File: src/rtl/skew_feeder_if.sv
// Handshake and row-FIFO strobe bundle between the upstream source, the skew feeder and its row FIFOs.
interface skew_feeder_if #(
    parameter int unsigned WORDLEN = 8,
    parameter int unsigned ROWS    = 4
);
    logic               start;
    logic               in_valid;
    logic [WORDLEN-1:0] in_data;
    logic               in_ready;
    logic [ROWS-1:0]    buf_write;
    logic [WORDLEN-1:0] buf_din;
    logic [ROWS-1:0]    buf_read;
    logic               busy;
    logic               done;

    modport slave (
        input  start, in_valid, in_data,
        output in_ready, buf_write, buf_din, buf_read, busy, done
    );

    modport master (
        output start, in_valid, in_data,
        input  in_ready, buf_write, buf_din, buf_read, busy, done
    );
endinterface

File: src/rtl/skew_feeder.sv
// Loads a ROWS x COLS tile row-major into per-row FIFOs, then issues diagonally skewed reads
// so row r starts draining r cycles after row 0.
module skew_feeder #(
    parameter int unsigned WORDLEN = 8,
    parameter int unsigned ROWS    = 4,
    parameter int unsigned COLS    = 4
) (
    input  logic         clk,
    input  logic         rstn,
    skew_feeder_if.slave bus
);
    localparam int unsigned CW = (COLS > 1) ? $clog2(COLS) : 1;
    localparam int unsigned RW = (ROWS > 1) ? $clog2(ROWS) : 1;
    localparam int unsigned DW = $clog2(ROWS + COLS + 1);

    localparam logic [1:0] S_IDLE  = 2'd0;
    localparam logic [1:0] S_LOAD  = 2'd1;
    localparam logic [1:0] S_DRAIN = 2'd2;
    localparam logic [1:0] S_DONE  = 2'd3;

    logic [1:0]         state_q, state_d;
    logic [CW-1:0]      col_cnt_q, col_cnt_d;
    logic [RW-1:0]      row_cnt_q, row_cnt_d;
    logic [DW-1:0]      drn_cnt_q, drn_cnt_d;
    logic [ROWS-1:0]    buf_write_q, buf_write_d;
    logic [WORDLEN-1:0] buf_din_q, buf_din_d;
    logic [ROWS-1:0]    buf_read_q, buf_read_d;
    logic               busy_q, busy_d;
    logic               done_q, done_d;

    // drn_cnt 0 is the wait cycle; skew step t = drn_cnt-1, and the read register lags by one.
    always_comb begin
        state_d     = state_q;
        col_cnt_d   = col_cnt_q;
        row_cnt_d   = row_cnt_q;
        drn_cnt_d   = drn_cnt_q;
        buf_write_d = '0;
        buf_din_d   = buf_din_q;
        buf_read_d  = '0;
        done_d      = 1'b0;
        case (state_q)
            S_IDLE: begin
                if (bus.start) begin
                    state_d   = S_LOAD;
                    col_cnt_d = '0;
                    row_cnt_d = '0;
                end
            end
            S_LOAD: begin
                if (bus.in_valid) begin
                    buf_write_d = ROWS'(1) << row_cnt_q;
                    buf_din_d   = bus.in_data;
                    if (col_cnt_q == CW'(COLS - 1)) begin
                        col_cnt_d = '0;
                        row_cnt_d = row_cnt_q + RW'(1);
                        if (row_cnt_q == RW'(ROWS - 1)) begin
                            state_d   = S_DRAIN;
                            drn_cnt_d = '0;
                        end
                    end else begin
                        col_cnt_d = col_cnt_q + CW'(1);
                    end
                end
            end
            S_DRAIN: begin
                drn_cnt_d = drn_cnt_q + DW'(1);
                for (int unsigned r = 0; r < ROWS; r++) begin
                    buf_read_d[r] = (drn_cnt_q >= DW'(r + 1)) && (drn_cnt_q < DW'(r + 1 + COLS));
                end
                if (drn_cnt_q == DW'(ROWS + COLS)) begin
                    state_d   = S_DONE;
                    drn_cnt_d = '0;
                    done_d    = 1'b1;
                end
            end
            S_DONE: begin
                state_d = S_IDLE;
            end
            default: begin
                state_d = S_IDLE;
            end
        endcase
        busy_d = (state_d != S_IDLE);
    end

    always_ff @(posedge clk or negedge rstn) begin
        if (!rstn) begin
            state_q     <= S_IDLE;
            col_cnt_q   <= '0;
            row_cnt_q   <= '0;
            drn_cnt_q   <= '0;
            buf_write_q <= '0;
            buf_din_q   <= '0;
            buf_read_q  <= '0;
            busy_q      <= 1'b0;
            done_q      <= 1'b0;
        end else begin
            state_q     <= state_d;
            col_cnt_q   <= col_cnt_d;
            row_cnt_q   <= row_cnt_d;
            drn_cnt_q   <= drn_cnt_d;
            buf_write_q <= buf_write_d;
            buf_din_q   <= buf_din_d;
            buf_read_q  <= buf_read_d;
            busy_q      <= busy_d;
            done_q      <= done_d;
        end
    end

    assign bus.in_ready  = (state_q == S_LOAD);
    assign bus.buf_write = buf_write_q;
    assign bus.buf_din   = buf_din_q;
    assign bus.buf_read  = buf_read_q;
    assign bus.busy      = busy_q;
    assign bus.done      = done_q;
endmodule
File: src/flat_wrapper.sv
// flat-port wrapper written by rule: the top's interface ports become plain ports
module skew_feeder_flat 
#(
    parameter int unsigned WORDLEN = 8,
    parameter int unsigned ROWS    = 4,
    parameter int unsigned COLS    = 4
)
  (clk, rstn, bus_start, bus_in_valid, bus_in_data, bus_in_ready, bus_buf_write, bus_buf_din, bus_buf_read, bus_busy, bus_done);
  skew_feeder_if #(.WORDLEN(WORDLEN), .ROWS(ROWS)) bus_i ();
  input  logic clk;
  input  logic rstn;
  input wire logic [$bits(bus_i.start)-1:0] bus_start;
  input wire logic [$bits(bus_i.in_valid)-1:0] bus_in_valid;
  input wire logic [$bits(bus_i.in_data)-1:0] bus_in_data;
  output wire logic [$bits(bus_i.in_ready)-1:0] bus_in_ready;
  output wire logic [$bits(bus_i.buf_write)-1:0] bus_buf_write;
  output wire logic [$bits(bus_i.buf_din)-1:0] bus_buf_din;
  output wire logic [$bits(bus_i.buf_read)-1:0] bus_buf_read;
  output wire logic [$bits(bus_i.busy)-1:0] bus_busy;
  output wire logic [$bits(bus_i.done)-1:0] bus_done;
  assign bus_i.start = bus_start;
  assign bus_i.in_valid = bus_in_valid;
  assign bus_i.in_data = bus_in_data;
  assign bus_in_ready = bus_i.in_ready;
  assign bus_buf_write = bus_i.buf_write;
  assign bus_buf_din = bus_i.buf_din;
  assign bus_buf_read = bus_i.buf_read;
  assign bus_busy = bus_i.busy;
  assign bus_done = bus_i.done;
  skew_feeder #(.WORDLEN(WORDLEN), .ROWS(ROWS), .COLS(COLS)) u_core (.clk(clk), .rstn(rstn), .bus(bus_i));
endmodule
File: config.mk
export PLATFORM = sky130hd
export DESIGN_NAME = skew_feeder_flat
export DESIGN_NICKNAME = d
export VERILOG_FILES = /design/src/rtl/skew_feeder_if.sv /design/src/rtl/skew_feeder.sv /design/src/flat_wrapper.sv
export SDC_FILE = /design/constraint.sdc
export NUM_CORES = 1
export LEC_CHECK = 0
export BUFFER_PORTS_ARGS = -buffer_cell sky130_fd_sc_hd__clkbuf_2
export CAP_MARGIN = 20
export CELL_PAD_IN_SITES_DETAIL_PLACEMENT = 2
export CELL_PAD_IN_SITES_GLOBAL_PLACEMENT = 2
export CORE_MARGIN = 4
export CORE_UTILIZATION = 36
export DETAILED_ROUTE_END_ITERATION = 12
export PLACE_DENSITY_LB_ADDON = 0.1
export SLEW_MARGIN = 15
export SYNTH_ARGS = -nofsm -noshare
export SYNTH_HDL_FRONTEND = slang
export SYNTH_SLANG_ARGS = --single-unit
File: constraint.sdc
create_clock -name clk -period 2.31 [get_ports clk]
set_input_delay 0.1155 -clock clk [delete_from_list [all_inputs] [get_ports clk]]
set_output_delay 0.1155 -clock clk [all_outputs]
set_load 0.05 [all_outputs]
==> summary.txt, run 1 <==
Clock network
  – Clk Latency, worst-skew pair: 0.26 ns
  – Clock sinks: 28
  – Clk root buf: clkbuf_8
  – CTS buffer count: 3
  – CTS clk-pin slew, worst paths: 0.09 ns
  – Longest Clk Path Bufs: 2
  – Cts repair resizes: 0
  – H-tree lvl count: 1
  – CTS tree: built

Place
  – # port buffers: 30
  – HPWL after DPL: 2096 µm
  – Placer's final routability congestion estimate: 0.7246
  – Inst Count DP: 180
  – Area post-placement: 1490 µm²

Cells and area
  – Non-Filler Cell Area, Final: 1541 µm²
  – Commonest non-fill, non-tap cell in the layout: clkbuf_2
  – Share of layout cells above drive strength 1: 31.88%
  – Final #Nets: 160
  – Final Util: 44.78%
  – Area Growth Syn to Fin: 16.12%
  – # diodes: 0
  – Most frequent cells in the layout: clkbuf_2 (30), dfrtp_1 (28), nand2_1 (8), ha_1 (8), inv_1 (7)
  – Final Non-Filler Cells: 184

Global routing
  – Initial antenna violation count: 0
  – First-pass GRT wire length: 4457 µm
  – Global Route met3 Usage: 1.945%
  – Remaining Overflow, GRT: 0
  – All-Layer GR Usage: 12.73%
  – Largest net degree at the start of global routing: 29
  – Vias in the first global route: 941
  – GRT met2 Usage: 21.33%
  – Global route hottest layer: met2
  – Met1 Use GR: 17.60%

Critical path
  – Worst setup SP type: register
  – Worst Path Max Fanout: 6
  – Critical path startpoint: u_core.drn_cnt_q[0]
  – Worst EP arrival: 1.65 ns
  – Worst Path Required: 2.48 ns
  – FF-to-FF Start: u_core.drn_cnt_q[0]
  – R2R cell count: 5
  – CP Capture Type: register
  – R2R Path End: u_core.drn_cnt_q[2]
  – Setup slack, reg-to-reg: 0.82 ns
  – Setup crit end: u_core.drn_cnt_q[2]
  – Crit Path Category: reg2reg

Yosys
  – Synthesized net count: 129
  – Syn Inst Count: 109
  – Top cells by area, synth: dfrtp_1 (53%), ha_1 (7.5%), mux2_4 (6.8%)
  – Post-synthesis cell type count: 33
  – Top-area cell type share of the netlist area: 52.78%
  – Synthesized area: 1328 µm²
  – Register area share after synthesis: 52.78%
  – Synth warn: 0
  – #FFs+latches synth: 28
  – Synth Area per Inst: 12.18 µm²
  – Post-synthesis cell type with the largest combined area: dfrtp_1

Min path
  – Hold Crit Class: in2reg
  – Min-Delay Startpoint: bus_in_data[2]

Floorplanning
  – Height of the die: 68.73 µm
  – FP Rows: 21
  – Core ar.: 3442 µm²
  – Starting Density: 38.57%
  – I/O Pins: 31
  – Total die area: 4723 µm²
  – Die X: 68.73 µm

Run status
  – Status: complete, no violations

Timing
  – Final worst-path cycle share: 64.40%
  – Unrepaired setup endpoints after global routing: no
  – Min Tclk post-route: 1.488 ns
  – Worst slew pin tran: 0.6755 ns
  – Fin. max-slew vios: 0
  – Fin. Hold Viols: 0
  – Worst slew margin: 54.97%
  – # setup viols final: 0
  – Setup TNS: 0 ns
  – Max Fclk: 672.2 MHz
  – Skew final: 0.006221 ns

Drt
  – Drc violations: 0
  – Avg WL per Cell: 14.93 µm
  – Drt total wl: 2747 µm
  – Initial DRC Count: 28
  – Routed vias/inst: 4.853
  – Post-route ant nets: 0
  – Detailed Routing Iterations Pass 1: 2
  – Vias: 893

Power
  – Overall Power: 1689 µW
  – Cell leakage power: 0.0007796 µW
  – VDD IR max: 0.0003589 V
  – Pwr per Cell Area: 1096 nW/µm²

Flow run
  – Max Cap Viol: 0
==> what timing repair did <==
action                                 in CTS  in global routing
buffers inserted                            0                  0
endpoints found under the hold margin      28                  0
hold buffers                                1                  0
==> power by group <==
part | internal, µW | switching (µW)
clock | 117 | 134
sequential | 610 | 144
combinational | 251 | 433
total | 977 | 712
==> kinds of logic after synthesis <==
| group | synth area share (%) |
|---|---|
| and+or+nand+nor | 13.67 |
| xor gates and xnor gates | 1.980 |
| DFF | 52.78 |
| buffers and inverters | 5.372 |
| muxes | 9.991 |
| AOI/OAI and AO/OA | 8.672 |
| adders and majority gates | 7.540 |
==> Yosys cell counts (all sizes together) <==
library cell / number
a21oi: 4
a2111oi: 1
clkbuf: 1
ha: 8
mux2i: 2
nand2: 8
xor2: 1
and4b: 1
buf: 4
o21ai: 5
o21bai: 1
nor2b: 1
o22ai: 3
inv: 7
and3b: 2
mux2: 8
nor3: 3
nor4b: 1
and2: 4
nand3b: 1
xnor2: 2
nand2b: 1
dfrtp: 28
o32ai: 1
and3: 1
nand3: 2
a21o: 1
nor3b: 1
nor2: 6
==> flip-flops by register name, indices dropped and copies added (netlist names) <==
register,cells
u_core.bus.buf_din,8
u_core.bus.buf_read,4
u_core.bus.buf_write,4
u_core.bus.busy,1
u_core.bus.done,1
u_core.col_cnt_q,2
u_core.drn_cnt_q,4
u_core.row_cnt_q,2
u_core.state_q,2
==> stage by stage <==
step | hold WS [ns] | setup WS, ns
global route | 0.08582 | 0.6913
finish | 0.08620 | 0.8223
global placement | 0.1913 | 0.8769
CTS | 0.07954 | 0.8014
detailed placement | 0.1932 | 0.8343
floorplan | -0.1801 | 1.007
==> per-layer routing <==
| metal | routed length, µm | vias to the layer above |
|---|---|---|
| li1 | - | 426 |
| met1 | 1329 | 441 |
| met2 | 1250 | 26 |
| met3 | 167 | 0 |
| met4 | 0 | 0 |
| met5 | 0 | - |
==> worst max-delay path, stage by stage, from the launching register on <==
cell and delay, ns:
dfrtp_1 0.45, inv_1 0.07, ha_1 0.26, nand3b_1 0.17, nand3_1 0.16, o32ai_1 0.27
==> how the worst min path moves through the flow <==
stage | end | slack (ns) | cells past startpoint
6_report | u_core.bus.buf_din[2] | 0.09 | 2
5_1_grt | u_core.bus.buf_din[5] | 0.09 | 2
4_1_cts | u_core.bus.buf_din[2] | 0.08 | 2
3_5_place_dp | u_core.bus.buf_din[3] | 0.19 | 1
3_3_place_gp | u_core.bus.buf_din[6] | 0.19 | 1
2_1_floorplan | u_core.bus.buf_din[0] | -0.18 | 0
==> cell type report <==
class	count	area, µm²
timing repair buffer	31	160.2
fill	352	1901
inverter	7	26.28
multi-input combinational	69	555.5
clock buffer	3	41.29
tap	46	57.56
sequential	28	700.7
Power figures use the tool's default switching activity.
==> inputs of run 2 (changes only) <==
Settings changed: CORE_UTILIZATION 36 to 31.
Clock period 2.31 ns to 1.35 ns, I/O delays scaled along.
==> summary.txt, run 2 (same netlist as run 1, synthesis figures left out) <==
Global routing
  – Remaining Overflow, GRT: 0 (unchanged)
  – Initial antenna violation count: 0 (unchanged)
  – All-Layer GR Usage: 13.38% (+0.65 points)
  – First-pass GRT wire length: 5506 µm (+24%)
  – Largest net degree at the start of global routing: 29 (unchanged)
  – Vias in the first global route: 1,100 (+17%)

Cells and area
  – Register area: 700.7 µm² (unchanged)
  – Most frequent cells in the layout: clkbuf_2 (29), dfrtp_1 (28), buf_4 (13)
  – Commonest non-fill, non-tap cell in the layout: clkbuf_2
  – Final #Nets: 174 (+8.8%)
  – Final Util: 41.81% (-3.0 points)
  – Multi-input gate area: 570.5 µm² (+2.7%)
  – Filler cells: 424 (+20%)
  – # diodes: 0 (unchanged)
  – Largest register FFs: 8 (unchanged)
  – Share of layout cells above drive strength 1: 41.83% (+9.9 points)
  – Non-Filler Cell Area, Final: 1697 µm² (+10%)
  – Area Growth Syn to Fin: 27.80%

Drt
  – Post-route ant nets: 0 (unchanged)
  – Drt total wl: 3322 µm (+21%)
  – Initial DRC Count: 17 (-39%)
  – Detailed Routing Iterations Pass 1: 4 (+2)
  – Drc violations: 0 (unchanged)
  – Vias: 981 (+9.9%)
  – Avg WL per Cell: 16.36 µm (+9.6%)
  – Routed vias/inst: 4.833 (-0.43%)

Power
  – VDD IR max: 0.0006269 V (+75%)
  – Pwr per Cell Area: 1895 nW/µm² (+73%)
  – Overall Power: 3215 µW (+90%)
  – Cell leakage power: 0.0008440 µW (+8.3%)

Critical path
  – Worst path max stage delay: 0.43 ns (-0.02 ns)
  – Worst Path Max Fanout: 13 (+7)
  – Worst setup SP type: register
  – Critical path startpoint: u_core.state_q[1]
  – Worst EP arrival: 1.46 ns (-0.19 ns)
  – Critical Path, Cell by Cell: and3b_4 > mux2_2
  – Crit Path Category: reg2reg
  – FF-to-FF Start: u_core.state_q[1]
  – CP Capture Type: register
  – Slowest CP cell: and3b_4
  – Worst Path Required: 1.52 ns (-0.96 ns)

Clock network
  – H-tree lvl count: 1 (unchanged)
  – CTS clk-pin slew, worst paths: 0.10 ns (about the same)
  – Clk Latency, worst-skew pair: 0.28 ns (+0.02 ns)
  – CTS tree: built
  – Longest Clk Path Bufs: 2 (unchanged)
  – CTS buffer count: 3 (unchanged)
  – Clock sinks: 28 (unchanged)
  – Clk root buf: clkbuf_8

Min path
  – Min-Delay Startpoint: bus_in_data[3]
  – Hold Crit Class: in2reg

Floorplanning
  – I/O Pins: 31 (unchanged)
  – Core ar.: 4058 µm² (+18%)
  – Starting Density: 32.72% (-5.9 points)
  – FP Rows: 23 (+9.5%)
  – Die X: 73.44 µm (+6.9%)
  – Height of the die: 73.44 µm (+6.9%)
  – Total die area: 5393 µm² (+14%)

Flow run
  – Max Cap Viol: 0 (unchanged)

Place
  – # port buffers: 30 (unchanged)
  – Post-place setup slack: 0.05069 ns (-0.7836 ns)
  – Area post-placement: 1585 µm² (+6.4%)
  – Placer's final routability congestion estimate: 0.7362 (+1.6%)
  – HPWL after DPL: 2443 µm (+17%)

Timing
  – Max Fclk: 778.4 MHz (+16%)
  – Worst slew margin: 75.32% (+20 points)
  – Unrepaired setup endpoints after global routing: yes
  – Final worst-path cycle share: 95.16% (+31 points)
  – Setup TNS: 0 ns (unchanged)
  – # setup viols final: 0 (unchanged)
  – Min Tclk post-route: 1.285 ns (-0.2031 ns)
  – Worst slew pin tran: 0.3702 ns (-0.3053 ns)
  – Skew final: 0.003790 ns (-0.002431 ns)
  – Fin. max-slew vios: 0 (unchanged)
  – Final Worst Setup Slack: 0.06537 ns (-0.7569 ns)
  – Fin. Hold Viols: 0 (unchanged)

Run status
  – Status: complete, no violations
run 2: area by class of cell:
class | instances | area share [%]
clock buffer | 4 | 3.245
inverter | 7 | 1.770
sequential | 28 | 41.30
timing repair buffer | 45 | 16.37
multi-input combinational | 69 | 33.63
tap | 50 | 3.687
run 2: timing repair:
action                     in CTS  in global routing
hold endpoints to repair       28                  0
hold buffers                    1                  0
cloned                          0                  0
setup endpoints to repair       1                  4
buffers inserted                2                  0
pin swaps                       0                  1
resized for setup               4                  5
run 2: report_power, final:
part / leakage [µW] / internal (µW) / switching [µW]
combinational: 0.000476 / 580 / 895
clock: 0.0000288 / 262 / 269
sequential: 0.000340 / 1040 / 166
total: 0.000844 / 1890 / 1330
run 2: path summary, 6_finish.rpt:
kind                                            to  slack [ns]  cells past startpoint
max in group asynchronous   u_core.bus.buf_read[3]        0.76                      3
min reg2reg                  u_core.bus.buf_din[0]        0.53                      1
min                          u_core.bus.buf_din[3]        0.03                      2
max                          u_core.bus.buf_din[4]        0.07                      2
max reg2reg                  u_core.bus.buf_din[4]        0.07                      2
min in group asynchronous  u_core.bus.buf_write[2]        0.32                      3
run 2: critical path: cells and delay by family (launching register included):
| kind | cells | cell delay, ns |
|---|---|---|
| DFF | 1 | 0.39 |
| and+or+nand+nor | 1 | 0.43 |
| muxes | 1 | 0.36 |
run 2: metrics by stage:
stage	cells	hold slack, ns
finish	203	0.02528
global route	203	0.01818
CTS	203	0.01673
detailed placement	196	0.1082
global placement	196	0.09559
floorplan	109	-0.2281
run 2: layer usage:
metal,part of all wire (%),wire [µm],GRT usage [%]
met5,0,0,0
met4,1.8,61,5.433
met3,6.7,221,2.599
met2,48,1607,21.85
met1,43,1431,17.26
